## src/rtl/cpu_pkg.sv

```systemverilog
// Shared definitions for the bus-CPU control unit: opcodes, ALU codes, FSM states,
// the control strobe bundle and opcode classification helpers.
package cpu_pkg;

  localparam int OPW  = 5;
  localparam int ALUW = 5;

  localparam logic [OPW-1:0] OP_LD   = 5'b00000;
  localparam logic [OPW-1:0] OP_LDI  = 5'b00001;
  localparam logic [OPW-1:0] OP_ST   = 5'b00010;
  localparam logic [OPW-1:0] OP_ADD  = 5'b00011;
  localparam logic [OPW-1:0] OP_SUB  = 5'b00100;
  localparam logic [OPW-1:0] OP_AND  = 5'b00101;
  localparam logic [OPW-1:0] OP_OR   = 5'b00110;
  localparam logic [OPW-1:0] OP_SHR  = 5'b00111;
  localparam logic [OPW-1:0] OP_SHRA = 5'b01000;
  localparam logic [OPW-1:0] OP_SHL  = 5'b01001;
  localparam logic [OPW-1:0] OP_ROR  = 5'b01010;
  localparam logic [OPW-1:0] OP_ROL  = 5'b01011;
  localparam logic [OPW-1:0] OP_ADDI = 5'b01100;
  localparam logic [OPW-1:0] OP_ANDI = 5'b01101;
  localparam logic [OPW-1:0] OP_ORI  = 5'b01110;
  localparam logic [OPW-1:0] OP_MUL  = 5'b01111;
  localparam logic [OPW-1:0] OP_DIV  = 5'b10000;
  localparam logic [OPW-1:0] OP_NEG  = 5'b10001;
  localparam logic [OPW-1:0] OP_NOT  = 5'b10010;
  localparam logic [OPW-1:0] OP_BR   = 5'b10011;
  localparam logic [OPW-1:0] OP_JR   = 5'b10100;
  localparam logic [OPW-1:0] OP_IN   = 5'b10110;
  localparam logic [OPW-1:0] OP_OUT  = 5'b10111;
  localparam logic [OPW-1:0] OP_MFHI = 5'b11000;
  localparam logic [OPW-1:0] OP_MFLO = 5'b11001;
  localparam logic [OPW-1:0] OP_NOP  = 5'b11010;
  localparam logic [OPW-1:0] OP_HALT = 5'b11011;

  localparam logic [ALUW-1:0] ALU_ADD  = 5'd0;
  localparam logic [ALUW-1:0] ALU_SUB  = 5'd1;
  localparam logic [ALUW-1:0] ALU_AND  = 5'd2;
  localparam logic [ALUW-1:0] ALU_OR   = 5'd3;
  localparam logic [ALUW-1:0] ALU_SHR  = 5'd4;
  localparam logic [ALUW-1:0] ALU_SHRA = 5'd5;
  localparam logic [ALUW-1:0] ALU_SHL  = 5'd6;
  localparam logic [ALUW-1:0] ALU_ROR  = 5'd7;
  localparam logic [ALUW-1:0] ALU_ROL  = 5'd8;
  localparam logic [ALUW-1:0] ALU_MUL  = 5'd9;
  localparam logic [ALUW-1:0] ALU_DIV  = 5'd10;
  localparam logic [ALUW-1:0] ALU_NEG  = 5'd11;
  localparam logic [ALUW-1:0] ALU_NOT  = 5'd12;

  typedef enum logic [3:0] {
    S_RST = 4'd0, S_T0 = 4'd1, S_T1 = 4'd2, S_T2 = 4'd3, S_T3 = 4'd4,
    S_T4 = 4'd5, S_T5 = 4'd6, S_T6 = 4'd7, S_T7 = 4'd8, S_HALT = 4'd9
  } state_t;

  typedef enum logic [3:0] {
    C_RALU = 4'd0, C_IALU = 4'd1, C_LD = 4'd2, C_LDI = 4'd3, C_ST = 4'd4,
    C_MULDIV = 4'd5, C_NEGNOT = 4'd6, C_BR = 4'd7, C_JR = 4'd8, C_IN = 4'd9,
    C_OUT = 4'd10, C_MFHI = 4'd11, C_MFLO = 4'd12, C_NOP = 4'd13, C_HALT = 4'd14
  } op_class_t;

  typedef struct packed {
    logic            pc_out, mdr_out, zhigh_out, zlow_out, hi_out, lo_out, inport_out, c_out;
    logic            gra, grb, grc, r_in, r_out, ba_out;
    logic            pc_in, ir_in, y_in, z_in, mar_in, mdr_in, hi_in, lo_in, outport_in, con_in;
    logic            inc_pc, read, write, run;
    logic [ALUW-1:0] alu_select;
  } strobes_t;

  // Unlisted opcodes (jal, 11100-11111) fall into the nop class.
  function automatic op_class_t op_class(input logic [OPW-1:0] op);
    case (op)
      OP_ADD, OP_SUB, OP_AND, OP_OR, OP_SHR, OP_SHRA, OP_SHL, OP_ROR, OP_ROL: return C_RALU;
      OP_ADDI, OP_ANDI, OP_ORI: return C_IALU;
      OP_LD:   return C_LD;
      OP_LDI:  return C_LDI;
      OP_ST:   return C_ST;
      OP_MUL, OP_DIV: return C_MULDIV;
      OP_NEG, OP_NOT: return C_NEGNOT;
      OP_BR:   return C_BR;
      OP_JR:   return C_JR;
      OP_IN:   return C_IN;
      OP_OUT:  return C_OUT;
      OP_MFHI: return C_MFHI;
      OP_MFLO: return C_MFLO;
      OP_HALT: return C_HALT;
      default: return C_NOP;
    endcase
  endfunction

  function automatic logic [ALUW-1:0] alu_code(input logic [OPW-1:0] op);
    case (op)
      OP_SUB:          return ALU_SUB;
      OP_AND, OP_ANDI: return ALU_AND;
      OP_OR, OP_ORI:   return ALU_OR;
      OP_SHR:          return ALU_SHR;
      OP_SHRA:         return ALU_SHRA;
      OP_SHL:          return ALU_SHL;
      OP_ROR:          return ALU_ROR;
      OP_ROL:          return ALU_ROL;
      OP_MUL:          return ALU_MUL;
      OP_DIV:          return ALU_DIV;
      OP_NEG:          return ALU_NEG;
      OP_NOT:          return ALU_NOT;
      default:         return ALU_ADD;
    endcase
  endfunction

  function automatic state_t last_step(input op_class_t c);
    case (c)
      C_RALU, C_IALU, C_LDI: return S_T5;
      C_LD, C_ST:            return S_T7;
      C_MULDIV, C_BR:        return S_T6;
      C_NEGNOT:              return S_T4;
      default:               return S_T3;
    endcase
  endfunction

endpackage

```

## src/rtl/cu_output_decode.sv

```systemverilog
// Moore output decode: maps the sequencer state plus the IR opcode (and the
// branch condition in br T6) onto the full datapath strobe bundle.
module cu_output_decode
  import cpu_pkg::*;
(
  input  state_t           state,
  input  logic [OPW-1:0]   ir_op,
  input  logic             con_ff,
  output strobes_t         strobes
);

  op_class_t cls_s;
  strobes_t  strobes_s;

  assign cls_s   = op_class(ir_op);
  assign strobes = strobes_s;

  // Strobe decode per fetch/execute step; everything not named stays 0.
  always_comb begin
    strobes_s = '0;
    case (state)
      S_T0: begin
        strobes_s.pc_out = 1'b1; strobes_s.mar_in = 1'b1; strobes_s.inc_pc = 1'b1; strobes_s.z_in = 1'b1;
      end
      S_T1: begin
        strobes_s.zlow_out = 1'b1; strobes_s.pc_in = 1'b1; strobes_s.read = 1'b1; strobes_s.mdr_in = 1'b1;
      end
      S_T2: begin
        strobes_s.mdr_out = 1'b1; strobes_s.ir_in = 1'b1;
      end
      S_T3, S_T4, S_T5, S_T6, S_T7: begin
        case (cls_s)
          C_RALU, C_IALU: begin
            case (state)
              S_T3: begin strobes_s.grb = 1'b1; strobes_s.r_out = 1'b1; strobes_s.y_in = 1'b1; end
              S_T4: begin
                if (cls_s == C_RALU) begin
                  strobes_s.grc = 1'b1; strobes_s.r_out = 1'b1;
                end else begin
                  strobes_s.c_out = 1'b1;
                end
                strobes_s.alu_select = alu_code(ir_op); strobes_s.z_in = 1'b1;
              end
              S_T5: begin strobes_s.zlow_out = 1'b1; strobes_s.gra = 1'b1; strobes_s.r_in = 1'b1; end
              default: begin end
            endcase
          end
          C_LD, C_LDI, C_ST: begin
            case (state)
              S_T3: begin strobes_s.grb = 1'b1; strobes_s.ba_out = 1'b1; strobes_s.y_in = 1'b1; end
              S_T4: begin strobes_s.c_out = 1'b1; strobes_s.z_in = 1'b1; end
              S_T5: begin
                strobes_s.zlow_out = 1'b1;
                if (cls_s == C_LDI) begin
                  strobes_s.gra = 1'b1; strobes_s.r_in = 1'b1;
                end else begin
                  strobes_s.mar_in = 1'b1;
                end
              end
              S_T6: begin
                strobes_s.mdr_in = 1'b1;
                if (cls_s == C_ST) begin
                  strobes_s.gra = 1'b1; strobes_s.r_out = 1'b1;
                end else begin
                  strobes_s.read = 1'b1;
                end
              end
              S_T7: begin
                if (cls_s == C_ST) begin
                  strobes_s.write = 1'b1;
                end else begin
                  strobes_s.mdr_out = 1'b1; strobes_s.gra = 1'b1; strobes_s.r_in = 1'b1;
                end
              end
              default: begin end
            endcase
          end
          C_MULDIV: begin
            case (state)
              S_T3: begin strobes_s.gra = 1'b1; strobes_s.r_out = 1'b1; strobes_s.y_in = 1'b1; end
              S_T4: begin
                strobes_s.grb = 1'b1; strobes_s.r_out = 1'b1;
                strobes_s.alu_select = alu_code(ir_op); strobes_s.z_in = 1'b1;
              end
              S_T5: begin strobes_s.zlow_out = 1'b1; strobes_s.lo_in = 1'b1; end
              S_T6: begin strobes_s.zhigh_out = 1'b1; strobes_s.hi_in = 1'b1; end
              default: begin end
            endcase
          end
          C_NEGNOT: begin
            case (state)
              S_T3: begin
                strobes_s.grb = 1'b1; strobes_s.r_out = 1'b1;
                strobes_s.alu_select = alu_code(ir_op); strobes_s.z_in = 1'b1;
              end
              S_T4: begin strobes_s.zlow_out = 1'b1; strobes_s.gra = 1'b1; strobes_s.r_in = 1'b1; end
              default: begin end
            endcase
          end
          C_BR: begin
            case (state)
              S_T3: begin strobes_s.gra = 1'b1; strobes_s.r_out = 1'b1; strobes_s.con_in = 1'b1; end
              S_T4: begin strobes_s.pc_out = 1'b1; strobes_s.y_in = 1'b1; end
              S_T5: begin strobes_s.c_out = 1'b1; strobes_s.z_in = 1'b1; end
              S_T6: begin
                strobes_s.zlow_out = con_ff; strobes_s.pc_in = con_ff;
              end
              default: begin end
            endcase
          end
          C_JR:   if (state == S_T3) begin strobes_s.gra = 1'b1; strobes_s.r_out = 1'b1; strobes_s.pc_in = 1'b1; end else begin end
          C_IN:   if (state == S_T3) begin strobes_s.inport_out = 1'b1; strobes_s.gra = 1'b1; strobes_s.r_in = 1'b1; end else begin end
          C_OUT:  if (state == S_T3) begin strobes_s.gra = 1'b1; strobes_s.r_out = 1'b1; strobes_s.outport_in = 1'b1; end else begin end
          C_MFHI: if (state == S_T3) begin strobes_s.hi_out = 1'b1; strobes_s.gra = 1'b1; strobes_s.r_in = 1'b1; end else begin end
          C_MFLO: if (state == S_T3) begin strobes_s.lo_out = 1'b1; strobes_s.gra = 1'b1; strobes_s.r_in = 1'b1; end else begin end
          default: begin end
        endcase
      end
      default: begin end
    endcase
    strobes_s.run = (state inside {S_T0, S_T1, S_T2, S_T3, S_T4, S_T5, S_T6, S_T7});
  end

endmodule

```

## src/rtl/control_sequencer.sv

```systemverilog
// Hardwired multi-cycle control unit: state register and next-state logic.
// Optional memory wait handshake (mem_ready) enabled by defining CU_MEM_WAIT_EN.
module control_sequencer
  import cpu_pkg::*;
(
  input  logic            clk,
  input  logic            clr,
  input  logic [OPW-1:0]  IR_op,
  input  logic            con_ff,
  input  logic            stop,
`ifdef CU_MEM_WAIT_EN
  input  logic            mem_ready,
`endif
  output logic            PCout, MDRout, Zhighout, Zlowout, HIout, LOout, InPortout, Cout,
  output logic            Gra, Grb, Grc, Rin, Rout, BAout,
  output logic            PC_in, IR_in, Y_in, Z_in, MAR_in, MDR_in, HI_in, LO_in, OutPort_in, CON_in,
  output logic            IncPC, Read, Write,
  output logic [ALUW-1:0] ALU_select,
  output logic            run
);

  state_t    state_r, base_s, next_s;
  op_class_t cls_s;
  logic      mem_ok_s, mem_hold_s;
  strobes_t  strobes_s;

  assign cls_s = op_class(IR_op);

`ifdef CU_MEM_WAIT_EN
  assign mem_ok_s = mem_ready;
`else
  assign mem_ok_s = 1'b1;
`endif

  assign mem_hold_s = !mem_ok_s && (((state_r == S_T6) && (cls_s == C_LD)) ||
                                    ((state_r == S_T7) && (cls_s == C_ST)));

  // Step sequencing; the halt request diverts any entry into T0.
  always_comb begin
    base_s = state_r;
    case (state_r)
      S_RST: base_s = S_T0;
      S_T0:  base_s = S_T1;
      S_T1:  base_s = mem_ok_s ? S_T2 : S_T1;
      S_T2:  base_s = S_T3;
      S_T3, S_T4, S_T5, S_T6, S_T7: begin
        if (cls_s == C_HALT) begin
          base_s = S_HALT;
        end else if (mem_hold_s) begin
          base_s = state_r;
        end else if (state_r == last_step(cls_s)) begin
          base_s = S_T0;
        end else begin
          base_s = state_t'(state_r + 4'd1);
        end
      end
      S_HALT: base_s = S_HALT;
      default: base_s = S_RST;
    endcase
    next_s = ((base_s == S_T0) && stop) ? S_HALT : base_s;
  end

  // State register; clr drops straight into the all-quiet reset state.
  always_ff @(posedge clk or negedge clr) begin
    if (!clr) begin
      state_r <= S_RST;
    end else begin
      state_r <= next_s;
    end
  end

  cu_output_decode u_decode (
    .state   (state_r),
    .ir_op   (IR_op),
    .con_ff  (con_ff),
    .strobes (strobes_s)
  );

  assign PCout      = strobes_s.pc_out;
  assign MDRout     = strobes_s.mdr_out;
  assign Zhighout   = strobes_s.zhigh_out;
  assign Zlowout    = strobes_s.zlow_out;
  assign HIout      = strobes_s.hi_out;
  assign LOout      = strobes_s.lo_out;
  assign InPortout  = strobes_s.inport_out;
  assign Cout       = strobes_s.c_out;
  assign Gra        = strobes_s.gra;
  assign Grb        = strobes_s.grb;
  assign Grc        = strobes_s.grc;
  assign Rin        = strobes_s.r_in;
  assign Rout       = strobes_s.r_out;
  assign BAout      = strobes_s.ba_out;
  assign PC_in      = strobes_s.pc_in;
  assign IR_in      = strobes_s.ir_in;
  assign Y_in       = strobes_s.y_in;
  assign Z_in       = strobes_s.z_in;
  assign MAR_in     = strobes_s.mar_in;
  assign MDR_in     = strobes_s.mdr_in;
  assign HI_in      = strobes_s.hi_in;
  assign LO_in      = strobes_s.lo_in;
  assign OutPort_in = strobes_s.outport_in;
  assign CON_in     = strobes_s.con_in;
  assign IncPC      = strobes_s.inc_pc;
  assign Read       = strobes_s.read;
  assign Write      = strobes_s.write;
  assign ALU_select = strobes_s.alu_select;
  assign run        = strobes_s.run;

endmodule

```

## config.mk

```make
export PLATFORM = sky130hd
export DESIGN_NAME = control_sequencer
export DESIGN_NICKNAME = d
export VERILOG_FILES = /design/src/rtl/cpu_pkg.sv /design/src/rtl/cu_output_decode.sv /design/src/rtl/control_sequencer.sv
export SDC_FILE = /design/constraint.sdc
export NUM_CORES = 1
export LEC_CHECK = 0
export ABC_CLOCK_PERIOD_IN_PS = 3500
export BUFFER_PORTS_ARGS = -buffer_cell sky130_fd_sc_hd__buf_2
export CAP_MARGIN = 20
export CELL_PAD_IN_SITES_DETAIL_PLACEMENT = 1
export CELL_PAD_IN_SITES_GLOBAL_PLACEMENT = 2
export CORE_UTILIZATION = 28
export DETAILED_ROUTE_END_ITERATION = 6
export HOLD_SLACK_MARGIN = 0.03
export PLACE_DENSITY = 0.95
export SLEW_MARGIN = 20
export SYNTH_ARGS = -nofsm -noshare
export SYNTH_HDL_FRONTEND = slang
export SYNTH_SLANG_ARGS = --single-unit
```

## constraint.sdc

```tcl
create_clock -name clk -period 3.5 [get_ports clk]
set_input_delay 0.175 -clock clk [delete_from_list [all_inputs] [get_ports clk]]
set_output_delay 0.175 -clock clk [all_outputs]
set_load 0.005 [all_outputs]
```

==> impl_metrics.csv <==
group,metric,value,unit
flow_run,cap_violations,0,
clock_tree,cts_htree_levels,1,
routing,drt_iter0_markers,119,
routing,wl,4410,um
timing,finalSetupViolations,0,
clock_tree,ctsHoldBuffers,1,
timing,clock.fmax,0.366,GHz
timing,slew_headroom,49.8,%
clock_tree,post_cts_resized,0,
timing,grt_setup_unrepaired,"false",
clock_tree,cts_buffers,3,
power_and_ir_drop,peakVddDrop,0.192,mV
routing,dr.pass1.iters,4,
synthesis,ys_seq_area_share,7.74,%
timing,worst_slew_pin_slew,752,ps
synthesis,synthDistinctLibCells,51,
grt,grt-ovfl-total,0,
final_layout,layout-drive-gt1-share,21.8,%
routing,ant_nets,0,
timing,skew,4.26,ps
clock_tree,clkTransAtPathRegs,40,ps
synthesis,synth_top_area_share,8.99,%
clock_tree,max-clock-path-buffers,2,
timing,setup_ws,771,ps
timing,holdWs,285,ps
clock_tree,cts_tree,"yes",
synthesis,synth_flop_cell,"dfrtp_1",
final_layout,largest_reg_flops,4,
final_layout,finalNetCount,254,
grt,grt_pass1_vias,1576,
critical_path,end_kind,"primary output",
floorplanning,core_area,4380,um^2
synthesis,mappedNetlistArea,1290,um^2
floorplanning,die_w,70.0,um
synthesis,yosysWarnings,0,
clock_tree,clockRootBuffer,"clkbuf_8",
critical_path,cp-start-kind,"input port",
power_and_ir_drop,cellPowerDensity,554,nW/um^2
placed_design,hpwl,3380,um
floorplanning,pin_count,42,
routing,vias,1603,
hold_path,hold_path_class,"input port to asynchronous set/reset pin",
clock_tree,clock_sinks,4,
synthesis,syn_avg_cell_area,6.37,um^2
synthesis,synth_area_leaders,"nand2_1 (9.0%), ha_1 (8.7%), dfrtp_1 (7.7%)",
final_layout,top_register,"state_r",
floorplanning,die_height,70.0,um
timing,post-route-min-period,2730,ps
clock_tree,clk-insertion-delay-late,230,ps
synthesis,yosys-top-cells-count,"nand2_1 (31), nor2_1 (24), o21ai_0 (14)",
final_layout,top_regs,"state_r (4)",
placed_design,preCtsSetupSlack,835,ps
clock_tree,cts_setup_buffers,0,
synthesis,synth_fp_nets,221,
critical_path,setup.worst_path.class,"input port to primary output",
routing,drc_errors,0,
routing,routed_via_density,5.60,
floorplanning,start_util,29.5,%
grt,antenna_found_initial,0,
floorplanning,rows,24,
critical_path,worstPathArrival,2550,ps
synthesis,yosysMostFrequentCell,"nand2_1",
timing,hold_viol,0,
critical_path,crit_required,3320,ps
synthesis,synth_edf_count,0,
final_layout,diodes,0,
synthesis,synth-seq-cells,4,
power_and_ir_drop,power_leakage,0.719,nW
floorplanning,die_area,4900,um^2
grt,grt_start_max_net_pins,24,
final_layout,syn_to_final_growth,19.2,%
critical_path,worst-path-max-fanout,15,
placed_design,gp_congestion,0.822,
timing,tns,0,ps
routing,routedWlPerCell,15.4,um
synthesis,async_flop_share,100,%
timing,maxSlewViolCount,0,
placed_design,port_buffers,40,
synthesis,synthCells,203,
timing,period_share,78.0,%
synthesis,yosysTopAreaCell,"nand2_1",
grt,grt_usage,18.7,%
grt,grt_pass1_wl,7560,um
run_status,status,"finished, final reports clean",
-- stage by stage --
step,area (um^2),util (%),cells,power (mW)
after floorplan,1290,-,203,0.542
after global placement,1490,34.0,282,0.732
after detailed placement,1490,34.0,282,0.741
after CTS,1540,35.2,286,0.852
after global routing,1540,35.2,286,0.939
final,1540,35.2,286,0.854
-- where the power goes --
group	switching, mW	total [mW]	internal, mW
clock network	0.0306	0.104	0.0739
registers	0.0371	0.106	0.0692
logic	0.388	0.644	0.256
total	0.455	0.854	0.399
-- path summary, 6_finish.rpt --
check	end	from	slack, ps	cells after the start
max	Gra	IR_op[1]	770	11
min	state_r[1]	clr	290	2
max reg2reg	state_r[3]	state_r[0]	1140	7
min reg2reg	state_r[0]	state_r[0]	700	3
max in group asynchronous	state_r[0]	clr	3090	2
min in group clk	state_r[3]	stop	390	5
-- layer usage --
layer	global-route usage, %	wire length, um
met2	31.7	2050
met3	1.73	229
met1	24.4	2090
met4	7.11	46
met5	0	0
-- area by class of cell --
cell class	instances	area [um^2]
clock buffer	3	41.3
sequential	4	100
timing repair buffer	42	218
fill	584	2840
multi-input combinational	177	1090
inverter	8	30.0
tap	52	65.1
-- cell families (layout without fill, tap and decap cells) --
group,count (synthesis),count (layout),synth area share (%)
and+or+nand+nor,103,103,39.5
AOI/OAI and AO/OA,58,58,30.9
buffers and inverters,22,53,8.12
adders and majority gates,9,9,8.70
xor gates and xnor gates,4,4,3.29
DFF,4,4,7.74
muxes,2,2,1.55
other,1,1,0.290
-- layout by cell type (no fill, tap or decap), types with 5 or more instances in the layout --
cell,netlist,routed
a21oi_1,12,12
o21ai_0,14,14
inv_1,8,8
ha_1,9,9
nor2b_1,8,8
nor2_1,24,24
nand2_1,31,31
nor3_1,8,8
buf_2,0,40
nand3_1,11,11
nand3b_1,5,5
-- critical path, stage by stage --
cell	delay, ps
buf_2	140
inv_1	90
ha_1	340
nor2b_1	60
o21ai_1	280
and3_1	530
nand2_1	240
o22ai_1	250
a22o_1	200
o31a_1	130
buf_2	110
(Power assumes the default switching activity.)
